`config.mk`:
```
export PLATFORM = sky130hd
export DESIGN_NAME = pipeline_hazard_controller
export DESIGN_NICKNAME = d
export VERILOG_FILES = /design/src/rtl/sparc_pipe_pkg.sv /design/src/rtl/hazard_scoreboard.sv /design/src/rtl/pipeline_hazard_controller.sv
export SDC_FILE = /design/constraint.sdc
export NUM_CORES = 1
export LEC_CHECK = 0
export CORE_MARGIN = 2
export CORE_UTILIZATION = 45
export CTS_CLUSTER_DIAMETER = 150
export DETAILED_ROUTE_END_ITERATION = 16
export PLACE_DENSITY = 0.75
export SLEW_MARGIN = 20
export SYNTH_ARGS = -nofsm -noshare
export SYNTH_HDL_FRONTEND = slang
export SYNTH_SLANG_ARGS = --single-unit
```
`constraint.sdc`:
```
create_clock -name Clk -period 4.64 [get_ports Clk]
set_clock_uncertainty 0.15 [all_clocks]
set_input_delay 0.928 -clock Clk [delete_from_list [all_inputs] [get_ports Clk]]
set_output_delay 0.928 -clock Clk [all_outputs]
set_load 0.1 [all_outputs]
```
`src/rtl/sparc_pipe_pkg.sv`:
```
// Shared definitions for the SPARC-subset pipeline sequencing logic.
// Holds the operand-forward and next-PC select encodings, the hazard FSM
// state type, the scoreboard entry layout and the per-source match helper.
package sparc_pipe_pkg;

    // Operand source selects driven to the ALU/store-data muxes
    localparam logic [1:0] FWD_RF  = 2'b00;
    localparam logic [1:0] FWD_EX  = 2'b01;
    localparam logic [1:0] FWD_MEM = 2'b10;
    localparam logic [1:0] FWD_WB  = 2'b11;

    // Next-PC source selects
    localparam logic [1:0] PCSEL_SEQ  = 2'b00;
    localparam logic [1:0] PCSEL_TGT  = 2'b01;
    localparam logic [1:0] PCSEL_JMPL = 2'b10;

    // Storage width of a scoreboard destination field; register addresses
    // up to this width are zero-extended into it.
    localparam int SB_RD_W = 8;

    typedef enum logic [0:0] {
        ST_RUN   = 1'b0,
        ST_STALL = 1'b1
    } hz_state_e;

    // One in-flight instruction: destination, writes-RF, is-a-load
    typedef struct packed {
        logic [SB_RD_W-1:0] rd;
        logic               wr;
        logic               ld;
    } sb_entry_t;

    localparam sb_entry_t SB_EMPTY = '{rd: {SB_RD_W{1'b0}}, wr: 1'b0, ld: 1'b0};

    // An entry supplies a source only if it writes the RF and targets a
    // register other than %g0.
    function automatic logic sb_hit(input sb_entry_t e, input logic [SB_RD_W-1:0] src);
        return e.wr && (e.rd != {SB_RD_W{1'b0}}) && (e.rd == src);
    endfunction

    // Youngest matching producer wins: EX before MEM before WB.
    function automatic logic [1:0] fwd_pick(
        input logic               use_src,
        input logic [SB_RD_W-1:0] src,
        input sb_entry_t          ex_e,
        input sb_entry_t          mem_e,
        input sb_entry_t          wb_e
    );
        logic [1:0] sel;
        if (!use_src) begin
            sel = FWD_RF;
        end else if (sb_hit(ex_e, src)) begin
            sel = FWD_EX;
        end else if (sb_hit(mem_e, src)) begin
            sel = FWD_MEM;
        end else if (sb_hit(wb_e, src)) begin
            sel = FWD_WB;
        end else begin
            sel = FWD_RF;
        end
        return sel;
    endfunction

endpackage

```
`src/rtl/hazard_scoreboard.sv`:
```
// Three-entry destination scoreboard (EX, MEM, WB) that shifts every cycle,
// plus the priority match for the three ID source fields.
// Ports:
//   clk_i, rst_ni          clock, synchronous active-low reset
//   bubble_i               load an empty entry into EX instead of the ID instr
//   rd_i, wr_i, ld_i       destination / RF-write / load flag of the ID instr
//   use_x_i, src_x_i       source valid + address for rs1 (a), rs2 (b), rd (d)
//   fwd_x_o                forward select for each source
//   ex_ld_o                the EX entry is a load
module hazard_scoreboard
    import sparc_pipe_pkg::*;
#(
    parameter int REG_W = 5
) (
    input  logic             clk_i,
    input  logic             rst_ni,
    input  logic             bubble_i,
    input  logic [REG_W-1:0] rd_i,
    input  logic             wr_i,
    input  logic             ld_i,
    input  logic             use_a_i,
    input  logic [REG_W-1:0] src_a_i,
    input  logic             use_b_i,
    input  logic [REG_W-1:0] src_b_i,
    input  logic             use_d_i,
    input  logic [REG_W-1:0] src_d_i,
    output logic [1:0]       fwd_a_o,
    output logic [1:0]       fwd_b_o,
    output logic [1:0]       fwd_d_o,
    output logic             ex_ld_o
);

    sb_entry_t ex_q, mem_q, wb_q;
    sb_entry_t ex_d;

    // Entry entering EX: the ID instruction, or a bubble
    always_comb begin
        ex_d = SB_EMPTY;
        if (bubble_i) begin
            ex_d = SB_EMPTY;
        end else begin
            ex_d.rd = SB_RD_W'(rd_i);
            ex_d.wr = wr_i;
            ex_d.ld = ld_i;
        end
    end

    // Shift register EX -> MEM -> WB
    always_ff @(posedge clk_i) begin
        if (!rst_ni) begin
            ex_q  <= SB_EMPTY;
            mem_q <= SB_EMPTY;
            wb_q  <= SB_EMPTY;
        end else begin
            ex_q  <= ex_d;
            mem_q <= ex_q;
            wb_q  <= mem_q;
        end
    end

    // Per-source producer lookup
    always_comb begin
        fwd_a_o = fwd_pick(use_a_i, SB_RD_W'(src_a_i), ex_q, mem_q, wb_q);
        fwd_b_o = fwd_pick(use_b_i, SB_RD_W'(src_b_i), ex_q, mem_q, wb_q);
        fwd_d_o = fwd_pick(use_d_i, SB_RD_W'(src_d_i), ex_q, mem_q, wb_q);
        ex_ld_o = ex_q.ld;
    end

endmodule

```
`src/rtl/pipeline_hazard_controller.sv`:
```
// Sequencing and hazard controller for the five-stage SPARC-subset pipeline.
// Tracks in-flight destinations, resolves operand forwarding, inserts a
// one-cycle bubble on load-use, and steers PC/nPC/IF-ID for delayed branches.
// Ports:
//   Clk, R                        clock, synchronous active-low reset
//   id_rs1/rs2/rd, id_uses_*      source fields of the ID instruction
//   id_rf_enable, id_load_instr   control unit outputs for the ID instruction
//   id_b/call/jmpl_instr          control-transfer type in ID
//   id_cond_true, id_ba, id_29_a  branch condition, branch-always, annul bit
//   pc_le, npc_le, ifid_le        load enables
//   cu_nop_sel                    force control signals to zero (bubble)
//   ifid_annul                    IF/ID loads a NOP on the next edge
//   pc_sel                        next-PC source
//   fwd_a, fwd_b, fwd_d           operand source for rs1/rs2/rd
//   stall_cnt                     saturating load-use stall counter
module pipeline_hazard_controller
    import sparc_pipe_pkg::*;
#(
    parameter int REG_W = 5,
    parameter int CNT_W = 16
) (
    input  logic             Clk,
    input  logic             R,
    input  logic [REG_W-1:0] id_rs1,
    input  logic [REG_W-1:0] id_rs2,
    input  logic [REG_W-1:0] id_rd,
    input  logic             id_uses_rs1,
    input  logic             id_uses_rs2,
    input  logic             id_uses_rd,
    input  logic             id_rf_enable,
    input  logic             id_load_instr,
    input  logic             id_b_instr,
    input  logic             id_call_instr,
    input  logic             id_jmpl_instr,
    input  logic             id_cond_true,
    input  logic             id_ba,
    input  logic             id_29_a,
    output logic             pc_le,
    output logic             npc_le,
    output logic             ifid_le,
    output logic             cu_nop_sel,
    output logic             ifid_annul,
    output logic [1:0]       pc_sel,
    output logic [1:0]       fwd_a,
    output logic [1:0]       fwd_b,
    output logic [1:0]       fwd_d,
    output logic [CNT_W-1:0] stall_cnt
);

    hz_state_e        state_q, state_d;
    logic             annul_q;
    logic [CNT_W-1:0] stall_cnt_q, stall_cnt_d;

    logic [1:0] fwd_a_s, fwd_b_s, fwd_d_s;
    logic       ex_ld_s;
    logic       hazard_s;
    logic       stall_entry_s;
    logic       taken_s;
    logic       annul_s;

    // The instruction after an annul arrives as a NOP, so it leaves no
    // destination behind; a load-use stall likewise sends a bubble to EX.
    hazard_scoreboard #(
        .REG_W (REG_W)
    ) u_scoreboard (
        .clk_i    (Clk),
        .rst_ni   (R),
        .bubble_i (hazard_s | annul_q),
        .rd_i     (id_rd),
        .wr_i     (id_rf_enable),
        .ld_i     (id_load_instr),
        .use_a_i  (id_uses_rs1),
        .src_a_i  (id_rs1),
        .use_b_i  (id_uses_rs2),
        .src_b_i  (id_rs2),
        .use_d_i  (id_uses_rd),
        .src_d_i  (id_rd),
        .fwd_a_o  (fwd_a_s),
        .fwd_b_o  (fwd_b_s),
        .fwd_d_o  (fwd_d_s),
        .ex_ld_o  (ex_ld_s)
    );

    // A source forwarded from EX already implies wr=1, rd!=0 and a used,
    // matching field, so a load in EX plus any EX-forward is a load-use.
    assign hazard_s = ex_ld_s & ((fwd_a_s == FWD_EX) |
                                 (fwd_b_s == FWD_EX) |
                                 (fwd_d_s == FWD_EX));

    // Delayed-branch decode for the instruction in ID
    assign taken_s = id_call_instr | id_jmpl_instr | (id_b_instr & id_cond_true);
    assign annul_s = id_b_instr & id_29_a & (~id_cond_true | id_ba);

    // State, annul flag and stall counter registers
    always_ff @(posedge Clk) begin
        if (!R) begin
            state_q     <= ST_RUN;
            annul_q     <= 1'b0;
            stall_cnt_q <= {CNT_W{1'b0}};
        end else begin
            state_q     <= state_d;
            annul_q     <= ifid_annul;
            stall_cnt_q <= stall_cnt_d;
        end
    end

    // Next-state logic: a stall always lasts exactly one cycle
    always_comb begin
        state_d = state_q;
        case (state_q)
            ST_RUN: begin
                if (hazard_s) begin
                    state_d = ST_STALL;
                end else begin
                    state_d = ST_RUN;
                end
            end
            ST_STALL: state_d = ST_RUN;
            default:  state_d = ST_RUN;
        endcase
    end

    // Output logic: enables, bubble select, annul and next-PC source
    always_comb begin
        stall_entry_s = 1'b0;
        pc_le         = 1'b1;
        npc_le        = 1'b1;
        ifid_le       = 1'b1;
        cu_nop_sel    = 1'b0;
        ifid_annul    = 1'b0;
        pc_sel        = PCSEL_SEQ;

        case (state_q)
            ST_RUN:   stall_entry_s = hazard_s;
            ST_STALL: stall_entry_s = 1'b0;
            default:  stall_entry_s = 1'b0;
        endcase

        if (!R) begin
            cu_nop_sel = 1'b1;
        end else if (hazard_s) begin
            // Hold the ID instruction; any CTI it carries resolves next cycle
            pc_le      = 1'b0;
            npc_le     = 1'b0;
            ifid_le    = 1'b0;
            cu_nop_sel = 1'b1;
        end else begin
            ifid_annul = annul_s;
            if (id_jmpl_instr) begin
                pc_sel = PCSEL_JMPL;
            end else if (taken_s) begin
                pc_sel = PCSEL_TGT;
            end else begin
                pc_sel = PCSEL_SEQ;
            end
        end
    end

    // Saturating count of stall entries
    always_comb begin
        if (stall_entry_s && (stall_cnt_q != {CNT_W{1'b1}})) begin
            stall_cnt_d = stall_cnt_q + CNT_W'(1'b1);
        end else begin
            stall_cnt_d = stall_cnt_q;
        end
    end

    assign fwd_a     = R ? fwd_a_s : FWD_RF;
    assign fwd_b     = R ? fwd_b_s : FWD_RF;
    assign fwd_d     = R ? fwd_d_s : FWD_RF;
    assign stall_cnt = stall_cnt_q;

endmodule

```
==> results.toml, run 1 <==
[route]
drtAntennaViolNets = 0
routed_via_density = 5.545
first_iter_violations = 160
dr.pass1.iters = 4
wl_per_cell_um = 14.25
drc = 0
finalWirelength_mm = 5.414
num_vias = 2107

[timing]
fin_crit_sh_pct = 87.13
period_needed_ps = 4043
rsz0062_at_grt = "no"
hold_viol_final = 0
max_freq_mhz = 247.3
slew_viol_final = 0
slew_headroom_pct = 34.79
tightest_slew_ps = 975.0
final.setup.tns_ps = 0
setup_viol = 0

[worst_setup_path]
worstPathMaxFanout = 4
end_kind = "output pin"
r2r-start = "u_scoreboard.ex_q[2]"
cp.required_ps = 3560
reg2reg_slack_ps = 2130
worstPathArrival_ps = 2970
cp-start-kind = "primary input"
timing.rr.end = "stall_cnt[14]"
r2r_cells = 7
critPathKind = "in -> out"

[status]
outcome = "finished, final reports clean"

[logic_synthesis]
synth_area_leaders = "dfxtp_1 33%, xnor2_1 11%, xor2_1 7.1%"
yosysTopAreaCell = "dfxtp_1"
syn_inst = 257
syn_area_um2 = 2235
syn_area_per_cell_um2 = 8.695
synthMuxAreaShare_pct = 1.344
synth_compound_area_share_pct = 12.65
synth_cell_types = 44
ys_ff_latch = 37
ys_seq_area_share_pct = 33.15
synthAdderAreaFrac_pct = 0.5599
synth_warnings = 0
syn_nets = 286
synth-xor-area-share_pct = 17.64
synth-simple-area-share_pct = 30.52
synth_top_family_by_area = "simple AND/OR/NAND/NOR gates"
synth.top_cell.area_share_pct = 33.15

[floorplan]
coreArea_um2 = 4755
ios = 57
dieArea_um2 = 5546
initial_utilization_pct = 47.00
fp.dieW_um = 74.47
std_cell_rows = 25
fp.dieH_um = 74.47

[hold_path]
hold_path.class = "reg -> reg"
min_from = "state_q"
holdPathEnd = "state_q"
min_path_cells = 1

[power_and_ir_drop]
leakagePower_nw = 1.053
ir_worst_vdd_mv = 0.1624
power_density_nw_per_um2 = 259.1

[flow_run]
drv_cap = 0

[cells_and_area]
layout_common_cells = "43 x clkdlybuf4s50_1, 37 x dfxtp_1, 27 x xnor2_1"
final_util_pct = 63.82
fin_nets = 341
area_growth_pct = 35.78
layout_commonest_cell = "clkdlybuf4s50_1"
n_antenna_cell = 0
drive_gt1_share_pct = 12.14
stdcell_area_um2 = 3034

[global_routing]
grt_use_total_pct = 20.95
antenna_found_initial = 0
grt_start_max_net_pins = 28
grt-ovfl-total = 0
grt_pass1_vias = 1914
grt_pass1_wl_mm = 9.018

[clock_network]
cts_made_buffers = 5
cts.clk_slew.worst_paths_ps = 70
worstSkewPairLatency_ps = 280
cts_resized = 0
cts-hold-fix-buffers = 0
tritoncts = "yes"
root_buffer = "clkbuf_8"
cts.sinks = 37
post_cts_buffers = 0
clockBufferDepth = 2
h-tree-depth = 2

[place]
hpwl_mm = 4.116
io_buffers = 56
dpl_cell_area_um2 = 2897
globalplace.congestion = 0.8774
-- state kept, by name (all words and copies together) (netlist names) --
signal,cells
state_q,1
u_scoreboard.mem_q,6
u_scoreboard.ex_q,6
annul_q,1
stall_cnt,16
u_scoreboard.ex_ld_o,1
u_scoreboard.wb_q,6
-- synthesized netlist by cell type (all sizes together) --
| cell | count |
|---|---|
| inv | 6 |
| o22ai | 1 |
| nand3 | 15 |
| a41oi | 1 |
| o311ai | 1 |
| and4 | 1 |
| mux2i | 3 |
| nand4 | 10 |
| buf | 7 |
| nand2b | 4 |
| nor2 | 14 |
| xnor2 | 27 |
| nor2b | 2 |
| nor4 | 8 |
| o41ai | 2 |
| and4b | 1 |
| o2111ai | 1 |
| or4 | 11 |
| nor3 | 8 |
| clkbuf | 4 |
| and2 | 12 |
| ha | 1 |
| a21oi | 15 |
| nor3b | 7 |
| nand2 | 13 |
| o211ai | 1 |
| o31ai | 8 |
| and3 | 3 |
| xor2 | 18 |
| or3 | 3 |
| dfxtp | 37 |
| a211oi | 1 |
| o21ai | 8 |
| a22oi | 1 |
| o21a | 2 |
-- where the power goes --
group	total, mW	switching [mW]	internal (mW)
Combinational	0.121	0.0613	0.0597
Clock	0.327	0.113	0.214
Sequential	0.338	0.0133	0.325
-- layer usage --
layer  vias up  track usage, %  share of wire [%]
met5         -               0                  0
met4         0           6.151                1.0
met1      1004           29.39                 47
met2        58           31.86                 47
met3         4           5.285                5.3
li1       1041               -                  -
-- cell families after synthesis --
group / count (synthesis)
compound gates: 42
simple gates: 112
flops: 37
mux: 3
xor+xnor: 45
fa+ha+maj: 1
buf+inv: 17
-- per-stage QoR --
step | cells | total power [mW] | hold WS, ps | setup slack, ps
6_report | 380 | 0.7862 | 293.2 | 597.0
2_1_floorplan | 257 | 0.4145 | 263.5 | 9.969
4_1_cts | 380 | 0.7914 | 295.7 | 582.8
3_3_place_gp | 372 | 0.4638 | 274.3 | 663.9
3_5_place_dp | 372 | 0.4660 | 287.1 | 622.5
5_1_grt | 380 | 0.8188 | 305.7 | 503.6
-- critical path, cell delays in order --
cell             delay, ps
clkdlybuf4s50_1        570
xnor2_1                150
nand3_1                130
nor4_4                 280
a22oi_2                170
or3_1                  490
buf_12                 240
-- worst max-delay path by stage --
| stage | start | end | cells after the start |
|---|---|---|---|
| after floorplan | id_rd[4] | fwd_d[1] | 5 |
| after global placement | id_rs2[2] | ifid_le | 7 |
| after detailed placement | id_rs2[1] | ifid_le | 7 |
| after CTS | id_rs2[1] | ifid_le | 7 |
| after global routing | id_rs2[1] | ifid_le | 7 |
| final | id_rs2[1] | ifid_le | 7 |
-- area by class of cell --
type	instances	area, µm²
fillers	414	1720
multi-input cells	203	1415
flip-flops and latches	37	740.7
repair buffers	59	638.1
well taps	67	83.83
clock buffers	5	68.82
clock inverters	3	65.06
inverters	6	22.52
Power figures use the tool's default switching activity.
==> inputs of run 2 (changes only) <==
--- a/config.mk
+++ b/config.mk
@@ -12,2 +12,3 @@
 export PLACE_DENSITY = 0.75
+export SKIP_CTS_REPAIR_TIMING = 1
 export SLEW_MARGIN = 20
--- a/constraint.sdc
+++ b/constraint.sdc
@@ -4,2 +4,2 @@
 set_output_delay 0.928 -clock Clk [all_outputs]
-set_load 0.1 [all_outputs]
+set_load 0.01 [all_outputs]
==> run 2 against run 1 <==
Effect of this change:
- die area unchanged
- via count down 1.6%
- register-to-register slack about the same
- cell count up 0.26%
- first-iteration DRC count up 6.9%
- worst setup slack worse by 120 ps
- sequential share of layout area up 0.88 points
- non-clock buffer count up 1
- combinational power down 14%
- critical endpoint is now npc_le
- largest power group unchanged
==> results.toml, run 2 (synthesized netlist as in run 1, its figures left out) <==
[clock_network]
cts.sinks = 37
cts_made_buffers = 5
cts.clk_slew.worst_paths_ps = 70
tritoncts = "yes"
root_buffer = "clkbuf_8"
worstSkewPairLatency_ps = 300
h-tree-depth = 2
clockBufferDepth = 2

[route]
first_iter_violations = 171
wl_per_cell_um = 14.36
drc = 0
drtAntennaViolNets = 0
num_vias = 2074
finalWirelength_mm = 5.472
dr.pass1.iters = 4
routed_via_density = 5.444

[cells_and_area]
n_antenna_cell = 0
layout_commonest_cell = "clkdlybuf4s50_1"
drive_gt1_share_pct = 7.643
fin_nets = 342
area_growth_pct = 31.08
final_util_pct = 61.61
layout_common_cells = "56 x clkdlybuf4s50_1, 37 x dfxtp_1, 27 x xnor2_1"
largest_register_ffs = 16

[place]
globalplace.congestion = 0.8864
dp_worst_setup_slack_ps = 453.9
hpwl_mm = 4.106
io_buffers = 56

[global_routing]
met1_usage_pct = 30.10
grt-ovfl-total = 0
grt_start_max_net_pins = 28
antenna_found_initial = 0
top_usage_layer = "met2"
grt_pass1_wl_mm = 8.976
grt_pass1_vias = 1840
grt_use_total_pct = 21.30
grt.met2_usage_pct = 31.66
met3_usage_pct = 5.420

[power_and_ir_drop]
leakagePower_nw = 0.9805
power_density_nw_per_um2 = 226.9
power_mw = 0.6647
ir_worst_vdd_mv = 0.1792

[floorplan]
std_cell_rows = 25
coreArea_um2 = 4755
dieArea_um2 = 5546
ios = 57
fp.dieW_um = 74.47
initial_utilization_pct = 47.00
fp.dieH_um = 74.47

[timing]
tightest_slew_ps = 687.0
rsz0062_at_grt = "no"
fin_crit_sh_pct = 89.74
hold_ws_ps = 317.7
slew_headroom_pct = 54.20
final.setup.tns_ps = 0
max_freq_mhz = 240.2
period_needed_ps = 4164
slew_viol_final = 0
setup_viol = 0
hold_viol_final = 0
fin_ws_ps = 476.2

[worst_setup_path]
cp_num_buf_inv = 2
critPathKind = "in -> out"
worstPathMaxFanout = 4
worst_path_most_repeated_cell = "clkdlybuf4s50_1"
end_kind = "output pin"
cp-start-kind = "primary input"
critical_path.top_delay_family = "buffers and inverters"
worstPathArrival_ps = 3090
cp_cell_sequence = "clkdlybuf4s50_1 -> xnor2_1 -> nand3_1 -> nor4_4 -> a22oi_2 -> or3_1 -> clkdlybuf4s50_1"
cp_slowest_cell = "clkdlybuf4s50_1"
slowest_delay_ps = 570
cp.required_ps = 3560

[flow_run]
drv_cap = 0

[hold_path]
hold_path.class = "reg -> reg"

[status]
outcome = "finished, final reports clean"
-- run 2: worst register-to-register path, delay by kind of cell, from the launching register on --
kind                   cells  cell delay (ps)
buffers and inverters      1              240
AO/OA/AOI/OAI              3              380
AND/OR/NAND/NOR            3             1140
flip-flops                 1              510
-- run 2: path summary, 6_finish.rpt --
check	from	endpoint	slack, ps	cells after the start
worst max-delay path	id_rs2[1]	npc_le	480	7
worst min-delay path	state_q	state_q	320	1
worst max register to register	u_scoreboard.ex_q[2]	stall_cnt[14]	2140	7
worst min register to register	state_q	state_q	320	1
-- run 2: report_power, final --
group | switching (mW) | internal, mW | leakage [nW]
logic | 0.0475 | 0.0566 | 0.635
registers | 0.0142 | 0.325 | 0.301
clock network | 0.118 | 0.104 | 0.0439
total | 0.180 | 0.485 | 0.981
-- run 2: per-stage QoR --
stage	cell area (µm²)	std cells
2_1_floorplan	2235	257
3_3_place_gp	2839	373
3_5_place_dp	2839	373
4_1_cts	2925	381
5_1_grt	2929	381
6_report	2929	381
-- run 2: layout make-up --
type | instances | area, µm²
tap | 67 | 83.83
multi-input combinational | 203 | 1405
timing repair buffer | 60 | 590.6
inverter | 6 | 22.52
fill | 419 | 1826
sequential | 37 | 740.7
clock buffer | 5 | 68.82
clock inverter | 3 | 17.52
-- run 2: per-layer routing --
| layer | vias up | routed length (µm) |
|---|---|---|
| met5 | - | 0 |
| met4 | 0 | 77 |
| met3 | 7 | 300 |
| met2 | 56 | 2420 |
| met1 | 965 | 2673 |
| li1 | 1046 | - |
